File: config.mk
export PLATFORM = sky130hd
export DESIGN_NAME = mcp_fetch_seq
export DESIGN_NICKNAME = d
export VERILOG_FILES = /design/src/rtl/mcp_fetch_seq.sv
export SDC_FILE = /design/constraint.sdc
export NUM_CORES = 1
export LEC_CHECK = 0
export CORE_MARGIN = 5
export CORE_UTILIZATION = 46
export DETAILED_ROUTE_END_ITERATION = 10
export PLACE_DENSITY = 0.9
export SLEW_MARGIN = 20
export SYNTH_ARGS = -nofsm -noshare
export SYNTH_HDL_FRONTEND = slang
export SYNTH_SLANG_ARGS = --single-unit
File: constraint.sdc
create_clock -name pin_clk -period 2.4 [get_ports pin_clk]
set_clock_uncertainty 0.15 [all_clocks]
set_input_delay 0.48 -clock pin_clk [delete_from_list [all_inputs] [get_ports pin_clk]]
set_output_delay 0.48 -clock pin_clk [all_outputs]
set_load 0.005 [all_outputs]
File: src/rtl/mcp_fetch_seq.sv
// mcp_fetch_seq: four-phase MicROM fetch sequencer with bank decode and phase strobes
module mcp_fetch_seq #(
  parameter int NROM = 4,
  parameter logic [NROM-1:0] BANK_MASK = {NROM{1'b1}},
  parameter int PH_CLKS = 1
) (
  input  logic             pin_clk,
  input  logic             pin_rst_n,
  input  logic             req,
  input  logic [10:0]      addr,
  output logic             ack,
  input  logic             stall,
  output logic             pin_c1,
  output logic             pin_c2,
  output logic             pin_c3,
  output logic             pin_c4,
  output logic [10:0]      rom_addr,
  output logic [NROM-1:0]  rom_cs,
  input  logic [21:0]      rom_data,
  output logic [21:0]      mi,
  output logic             mi_vld,
  output logic             mi_err
);
  localparam int LB = $clog2(NROM);
  localparam int BW = (LB > 0) ? LB : 1;
  localparam logic [3:0] PMAX = 4'(PH_CLKS - 1);
  typedef enum logic [2:0] {IDLE, PH2, PH3, PH4, PH1} state_t;
  state_t state_q, state_d;
  logic [3:0] pcnt_q, pcnt_d;
  logic [10:0] rom_addr_q, rom_addr_d;
  logic [BW-1:0] bank_q, bank_d;
  logic [21:0] hold_q, hold_d, mi_q, mi_d;
  logic mi_vld_q, mi_vld_d, mi_err_q, mi_err_d;
  logic last, pop;
  always_comb begin
    last = pcnt_q == PMAX;
    pop = BANK_MASK[bank_q];
    ack = req & (state_q == IDLE | (state_q == PH1 & last));
    rom_addr_d = ack ? addr : rom_addr_q;
    // top address bits select the bank; a single bank decodes to 0
    bank_d = ack ? BW'(addr >> (11 - LB)) : bank_q;
    hold_d = (state_q == PH3 & last) ? (pop ? rom_data : '0) : hold_q;
    mi_vld_d = state_q == PH4 & last & ~stall;
    mi_err_d = mi_vld_d & ~pop;
    mi_d = mi_vld_d ? hold_q : mi_q;
    state_d = state_q;
    pcnt_d = last ? '0 : pcnt_q + 4'd1;
    case (state_q)
      IDLE: begin
        state_d = ack ? PH2 : IDLE;
        pcnt_d = '0;
      end
      PH2: state_d = last ? PH3 : PH2;
      PH3: state_d = last ? PH4 : PH3;
      PH4: begin
        state_d = mi_vld_d ? PH1 : PH4;
        pcnt_d = last ? (stall ? pcnt_q : '0) : pcnt_q + 4'd1;
      end
      PH1: state_d = last ? (ack ? PH2 : IDLE) : PH1;
      default: state_d = IDLE;
    endcase
  end
  always_ff @(posedge pin_clk or negedge pin_rst_n) begin
    if (!pin_rst_n) begin
      state_q <= IDLE;
      pcnt_q <= '0;
      rom_addr_q <= '0;
      bank_q <= '0;
      hold_q <= '0;
      mi_q <= '0;
      mi_vld_q <= 1'b0;
      mi_err_q <= 1'b0;
    end else begin
      state_q <= state_d;
      pcnt_q <= pcnt_d;
      rom_addr_q <= rom_addr_d;
      bank_q <= bank_d;
      hold_q <= hold_d;
      mi_q <= mi_d;
      mi_vld_q <= mi_vld_d;
      mi_err_q <= mi_err_d;
    end
  end
  assign pin_c1 = state_q == PH1;
  assign pin_c2 = state_q == PH2;
  assign pin_c3 = state_q == PH3;
  assign pin_c4 = state_q == PH4;
  assign rom_cs = ((state_q == PH2 | state_q == PH3) & pop) ? NROM'(1) << bank_q : '0;
  assign rom_addr = rom_addr_q;
  assign mi = mi_q;
  assign mi_vld = mi_vld_q;
  assign mi_err = mi_err_q;
endmodule

==> results of run 1 <==
==> state kept, by name (all words and copies together), names as in the netlist <==
register / flops
mi_vld: 1
rom_addr: 11
mi: 22
hold_q: 22
state_q: 3
pcnt_q: 4
==> power groups by stage <==
| stage | logic [uW] | registers [uW] | clock network [uW] |
|---|---|---|---|
| after floorplan | 1010 | 1830 | 0 |
| after global placement | 1880 | 1870 | 0 |
| after detailed placement | 1930 | 1900 | 0 |
| after CTS | 1980 | 1890 | 915 |
| after global routing | 2120 | 1970 | 967 |
| final | 1960 | 1890 | 893 |
==> cell usage after synthesis, types with 2 or more instances <==
cell type,number
mux2_2,55
nor4b_1,2
buf_6,4
buf_4,2
nand3_1,2
inv_1,2
nor2b_1,3
xnor2_1,2
ha_1,2
and4b_1,2
or3b_1,2
dfrtp_1,63
and2_1,2
nor2_1,2
buf_2,3
nor3_1,3
==> cell families (layout without fill, tap and decap cells) <==
logic type	after synthesis	count (layout)
buffers and inverters	12	111
flip-flops	63	63
AND/OR/NAND/NOR	27	27
multiplexers	56	56
AO/OA/AOI/OAI	6	6
other	1	1
XOR/XNOR	3	3
adder cells (fa/ha/maj)	2	2
==> timing repair <==
| action | in CTS | in global routing |
|---|---|---|
| setup buffers | 3 | 2 |
| hold buffers | 1 | 0 |
| pin swaps | 2 | 1 |
| gates cloned | 0 | 0 |
| endpoints found under the setup margin | 8 | 7 |
| hold endpoints to repair | 22 | 0 |
| gates resized for setup | 9 | 8 |
==> worst max-delay path, stage by stage <==
cell             delay, ps
clkdlybuf4s50_1        490
or3b_1                 420
a21oi_4                160
clkdlybuf4s15_1        220
==> layout make-up <==
class	instances	area [um^2]	share of cell area, %
flip-flops and latches	63	1580	42.4
multi-input cells	95	951	25.5
repair buffers	93	911	24.4
clock buffers	13	149	3.99
well taps	72	90.1	2.41
clock inverters	3	42.5	1.14
inverters	2	7.51	0.201
==> metrics by stage <==
stage                     worst slack (ps)  total power (uW)
after global placement                -247              3740
after detailed placement              -289              3830
final                                -10.2              4750
after global routing                 -65.5              5060
after CTS                            -53.0              4790
after floorplan                        416              2840
==> per-layer routing <==
metal / track usage [%] / up-vias / share of wire, %
li1: - / 789 / -
met1: 18.2 / 832 / 41
met2: 27.2 / 59 / 51
met3: 5.73 / 6 / 6.7
met4: 6.33 / 0 / 0.96
met5: 0 / - / 0
==> final timing paths <==
check                                start           to  slack, ps  cells after the start
max in group asynchronous        pin_rst_n    pcnt_q[2]       1170                      3
worst min register to register  hold_q[13]   hold_q[13]        350                      1
worst max register to register   pcnt_q[0]  rom_addr[3]        290                      7
worst min-delay path            hold_q[13]   hold_q[13]        350                      1
worst max-delay path                   req          ack        -10                      4
min in group asynchronous        pin_rst_n  rom_addr[0]        540                      3
==> impl_metrics.py, run 1 <==
metrics = {
    "status": {
        "status": "finished with violations",
        "violations": "negative setup slack",
    },
    "sta": {
        "holdWs_ps": 351,
        "setup-violations-final": 1,
        "fmax_mhz": 415,
        "tns_ps": -10.2,
        "hold_viol": 0,
        "period_minus_slack_ps": 2410,
        "final.setup.worst_slack_ps": -10.2,
        "finalMaxSlewViolations": 0,
        "rsz0062_at_grt": "yes",
        "fin_crit_sh_pct": 100,
    },
    "grt": {
        "grt_overflow": 0,
        "grt_first_pass_wirelength_um": 8810,
        "grt_pass1_vias": 1824,
        "grt_max_degree": 39,
        "grt_usage_pct": 15.9,
        "antenna_found_initial": 0,
    },
    "floorplan": {
        "die-area_mm2": 0.00721,
        "rows": 27,
        "fp.dieH_um": 84.9,
        "io_pins": 81,
        "initial_utilization_pct": 47.1,
        "core-area_mm2": 0.00547,
        "die_w_um": 84.9,
    },
    "detailed_routing": {
        "drt_first_iter_violations": 60,
        "routed_wl_um": 5390,
        "drcViolationCount": 0,
        "wl_per_cell_um": 15.8,
        "drtPass1Iterations": 4,
        "antenna_left": 0,
        "vias_per_cell": 4.94,
        "vias": 1686,
    },
    "cts": {
        "clk_latency_ps": 330,
        "cts.sinks": 63,
        "clk_pin_slew_ps": 60,
        "cts_tree": "yes",
        "root_buffer": "clkbuf_8",
        "cts_buffers": 9,
        "clock_path_buffers": 2,
        "htree_levels": 3,
    },
    "layout": {
        "final_common_cell": "clkdlybuf4s50_1",
        "utilization_pct": 68.2,
        "nFillCells": 418,
        "area_growth_pct": 44.6,
        "drive_gt1_share_pct": 34.6,
        "stdcell_count": 341,
        "finalNetCount": 303,
        "n_antenna_cell": 0,
        "final_cell_mix": "72 x clkdlybuf4s50_1, 60 x dfrtp_1, 55 x mux2_2, 12 x buf_4, 10 x clkbuf_8",
        "final_area_mm2": 0.00373,
    },
    "place": {
        "place_congestion": 0.799,
        "hpwl_um": 3760,
        "placedCellCount": 319,
        "dpl_cell_area_mm2": 0.00345,
        "io_buffer_count": 79,
    },
    "synthesis": {
        "synth_top_cell_by_area": "dfrtp_1",
        "synth-edff-count": 0,
        "ys_seq_area_share_pct": 61.1,
        "synthFlopType": "dfrtp_1",
        "synthMuxAreaShare_pct": 24.4,
        "ys_warn_count": 0,
        "synth_top_area_share_pct": 61.1,
        "synth-simple-area-share_pct": 7.37,
        "ys_ff_latch": 63,
        "syn_nets": 209,
        "syn_inst": 170,
        "synth_top_family_by_area": "multiplexers",
        "synth_area_per_cell_um2": 15.2,
        "synth_compound_area_share_pct": 1.65,
        "synth_area_leaders": "dfrtp_1 61%, mux2_2 24%, buf_6 1.7%",
        "postSynth.asyncResetShare_pct": 100,
        "synth_xor_area_share_pct": 1.02,
        "syn-cell-area_mm2": 0.00258,
        "synth.distinct_cells": 35,
        "synth_fa_ha_area_share_pct": 0.970,
    },
    "power": {
        "comb_power_share_pct": 41.4,
        "seq_power_share_pct": 39.8,
        "irDropWorstVdd_mv": 0.682,
        "clock_power_share_pct": 18.8,
        "p_switching_uw": 1320,
        "p_per_area_mw_per_mm2": 1270,
        "p_int_uw": 3430,
        "swShare_pct": 27.9,
        "leakagePower_uw": 0.00163,
    },
    "worst_hold_path": {
        "hp-class": "reg2reg",
    },
    "critical_path": {
        "crit_required_ps": 1770,
        "arrival_ps": 1780,
        "path_class": "in2out",
        "cp-start-kind": "input pin",
        "end_kind": "primary output",
        "crit_fanout": 2,
    },
    "flow_run": {
        "drv_cap": 0,
    },
}
Note: power is estimated with default switching activity, not from simulation.
==> run 2: changes to the inputs <==
==> constraint.sdc (replaced) <==
create_clock -name pin_clk -period 2.4 [get_ports pin_clk]
set_clock_uncertainty 0.15 [all_clocks]
set_input_delay 0.36 -clock pin_clk [delete_from_list [all_inputs] [get_ports pin_clk]]
set_output_delay 0.36 -clock pin_clk [all_outputs]
set_load 0.005 [all_outputs]
==> impl_metrics.py, run 2 (synthesis gave the netlist of run 1 again) <==
metrics = {
    "floorplan": {
        "initial_utilization_pct": 47.1,
        "die_w_um": 84.9,
        "io_pins": 81,
        "rows": 27,
        "die-area_mm2": 0.00721,
        "fp.dieH_um": 84.9,
        "core-area_mm2": 0.00547,
    },
    "sta": {
        "finalMaxSlewViolations": 0,
        "period_minus_slack_ps": 2360,
        "rsz0062_at_grt": "yes",
        "tightest_slew_ps": 644,
        "fin_crit_sh_pct": 98.2,
        "setup-violations-final": 0,
        "hold_viol": 0,
        "fmax_mhz": 424,
        "final.setup.worst_slack_ps": 42.7,
        "max-slew-margin-rel_pct": 57.1,
    },
    "cts": {
        "root_buffer": "clkbuf_8",
        "htree_levels": 3,
        "cts.sinks": 63,
        "clk_latency_ps": 320,
        "clk_pin_slew_ps": 60,
        "cts_tree": "yes",
        "clock_path_buffers": 2,
        "cts_buffers": 9,
    },
    "power": {
        "p_total_uw": 4710,
        "comb_power_share_pct": 41.2,
        "clock_power_share_pct": 18.6,
        "p_int_uw": 3430,
        "p_switching_uw": 1280,
        "seq_power_share_pct": 40.2,
        "swShare_pct": 27.1,
        "p_per_area_mw_per_mm2": 1280,
        "leakagePower_uw": 0.00154,
        "irDropWorstVdd_mv": 0.609,
    },
    "grt": {
        "grt_max_degree": 37,
        "grt_overflow": 0,
        "grt_pass1_vias": 1712,
        "grt_first_pass_wirelength_um": 8400,
        "antenna_found_initial": 0,
        "grt_usage_pct": 15.1,
    },
    "detailed_routing": {
        "routed_wl_um": 5150,
        "drtPass1Iterations": 5,
        "drcViolationCount": 0,
        "antenna_left": 0,
        "wl_per_cell_um": 15.5,
        "vias_per_cell": 4.98,
        "drt_first_iter_violations": 63,
        "vias": 1653,
    },
    "layout": {
        "drive_gt1_share_pct": 31.9,
        "area_growth_pct": 42.3,
        "multi_input_area_um2": 936,
        "final_area_mm2": 0.00367,
        "n_antenna_cell": 0,
        "nFillCells": 430,
        "seqCellArea_mm2": 0.00158,
        "utilization_pct": 67.1,
        "finalNetCount": 297,
        "stdcell_count": 332,
        "final_common_cell": "clkdlybuf4s50_1",
        "final_cell_mix": "77 x clkdlybuf4s50_1, 60 x dfrtp_1, 55 x mux2_2, 11 x clkbuf_8, 5 x buf_4",
    },
    "critical_path": {
        "timing.rr.start": "pcnt_q[0]",
        "r2r_end": "mi[19]",
        "crit_required_ps": 1890,
        "path_class": "reg2out",
        "reg2regPathDepth": 6,
        "reg2reg_slack_ps": 310,
        "end_kind": "primary output",
        "cp-start-kind": "register",
        "arrival_ps": 1850,
        "crit_fanout": 10,
        "cp-startpoint": "state_q[0]",
    },
    "place": {
        "placedCellCount": 315,
        "post-place-ws_ps": -30.2,
        "hpwl_um": 3690,
        "place_congestion": 0.796,
        "dpl_cell_area_mm2": 0.00343,
        "io_buffer_count": 79,
    },
    "worst_hold_path": {
        "hold-path-endpoint": "hold_q[10]",
        "min_path_cells": 1,
        "hp-class": "reg2reg",
        "holdCritStartpoint": "hold_q[10]",
    },
    "status": {
        "status": "finished, final reports clean",
    },
    "flow_run": {
        "drv_cap": 0,
    },
}
## run 2: cell types whose count changed in the layout (fill, tap and decap cells not counted), sizes merged
cell           delta
clkbuf            -1
clkinv            -1
clkdlybuf4s50     +5
dlymetal6s2s      -3
clkdlybuf4s15     -1
dlygate4sd2       -1
clkinvlp          -1
buf               -6
## run 2: critical path: stages (launching register included)
cell and delay (ps):
dfrtp_2 460, xnor2_1 210, nor4b_1 290, clkdlybuf4s50_1 560
## run 2: how the worst max path moves through the flow
stage / endpoint / slack (ps) / depth (start not counted)
after global placement: ack / -6 / 4
final: rom_cs[2] / 40 / 3
after detailed placement: ack / -30 / 4
after floorplan: mi[10] / 440 / 7
after CTS: rom_cs[3] / 20 / 3
after global routing: rom_cs[3] / -20 / 3
## run 2: layer usage
metal | vias up | GRT usage, % | wire length [um]
li1 | 776 | - | -
met1 | 807 | 19.2 | 2300
met2 | 62 | 24.4 | 2450
met3 | 8 | 4.17 | 316
met4 | 0 | 6.47 | 74
met5 | - | 0 | 0
## run 2: area by class of cell
class,instances,area share [%]
well taps,72,2.45
multi-input cells,95,25.5
flip-flops and latches,63,43.0
inverters,2,0.204
clock buffers,12,4.23
repair buffers,87,23.8
clock inverters,1,0.818
## run 2: timing repair
action | in CTS | in global routing
pin swaps | 1 | 0
endpoints found under the hold margin | 27 | 0
endpoints found under the setup margin | 4 | 4
hold buffers | 1 | 0
setup buffers | 0 | 3
gates resized for setup | 5 | 3
## run 2: per-stage QoR
stage | hold WS, ps | TNS, ps
finish | 349 | 0
global route | 363 | -22.9
CTS | 349 | 0
detailed placement | 261 | -30.2
global placement | 260 | -6.47
floorplan | -85.6 | 0
## run 2: power by group through the flow
stage          registers (uW)  logic, uW  clock network, uW
6_report                 1890       1940                874
3_5_place_dp             1910       1910                  0
3_3_place_gp             1880       1850                  0
2_1_floorplan            1830       1010                  0
5_1_grt                  1970       2090                945
4_1_cts                  1910       1920                895
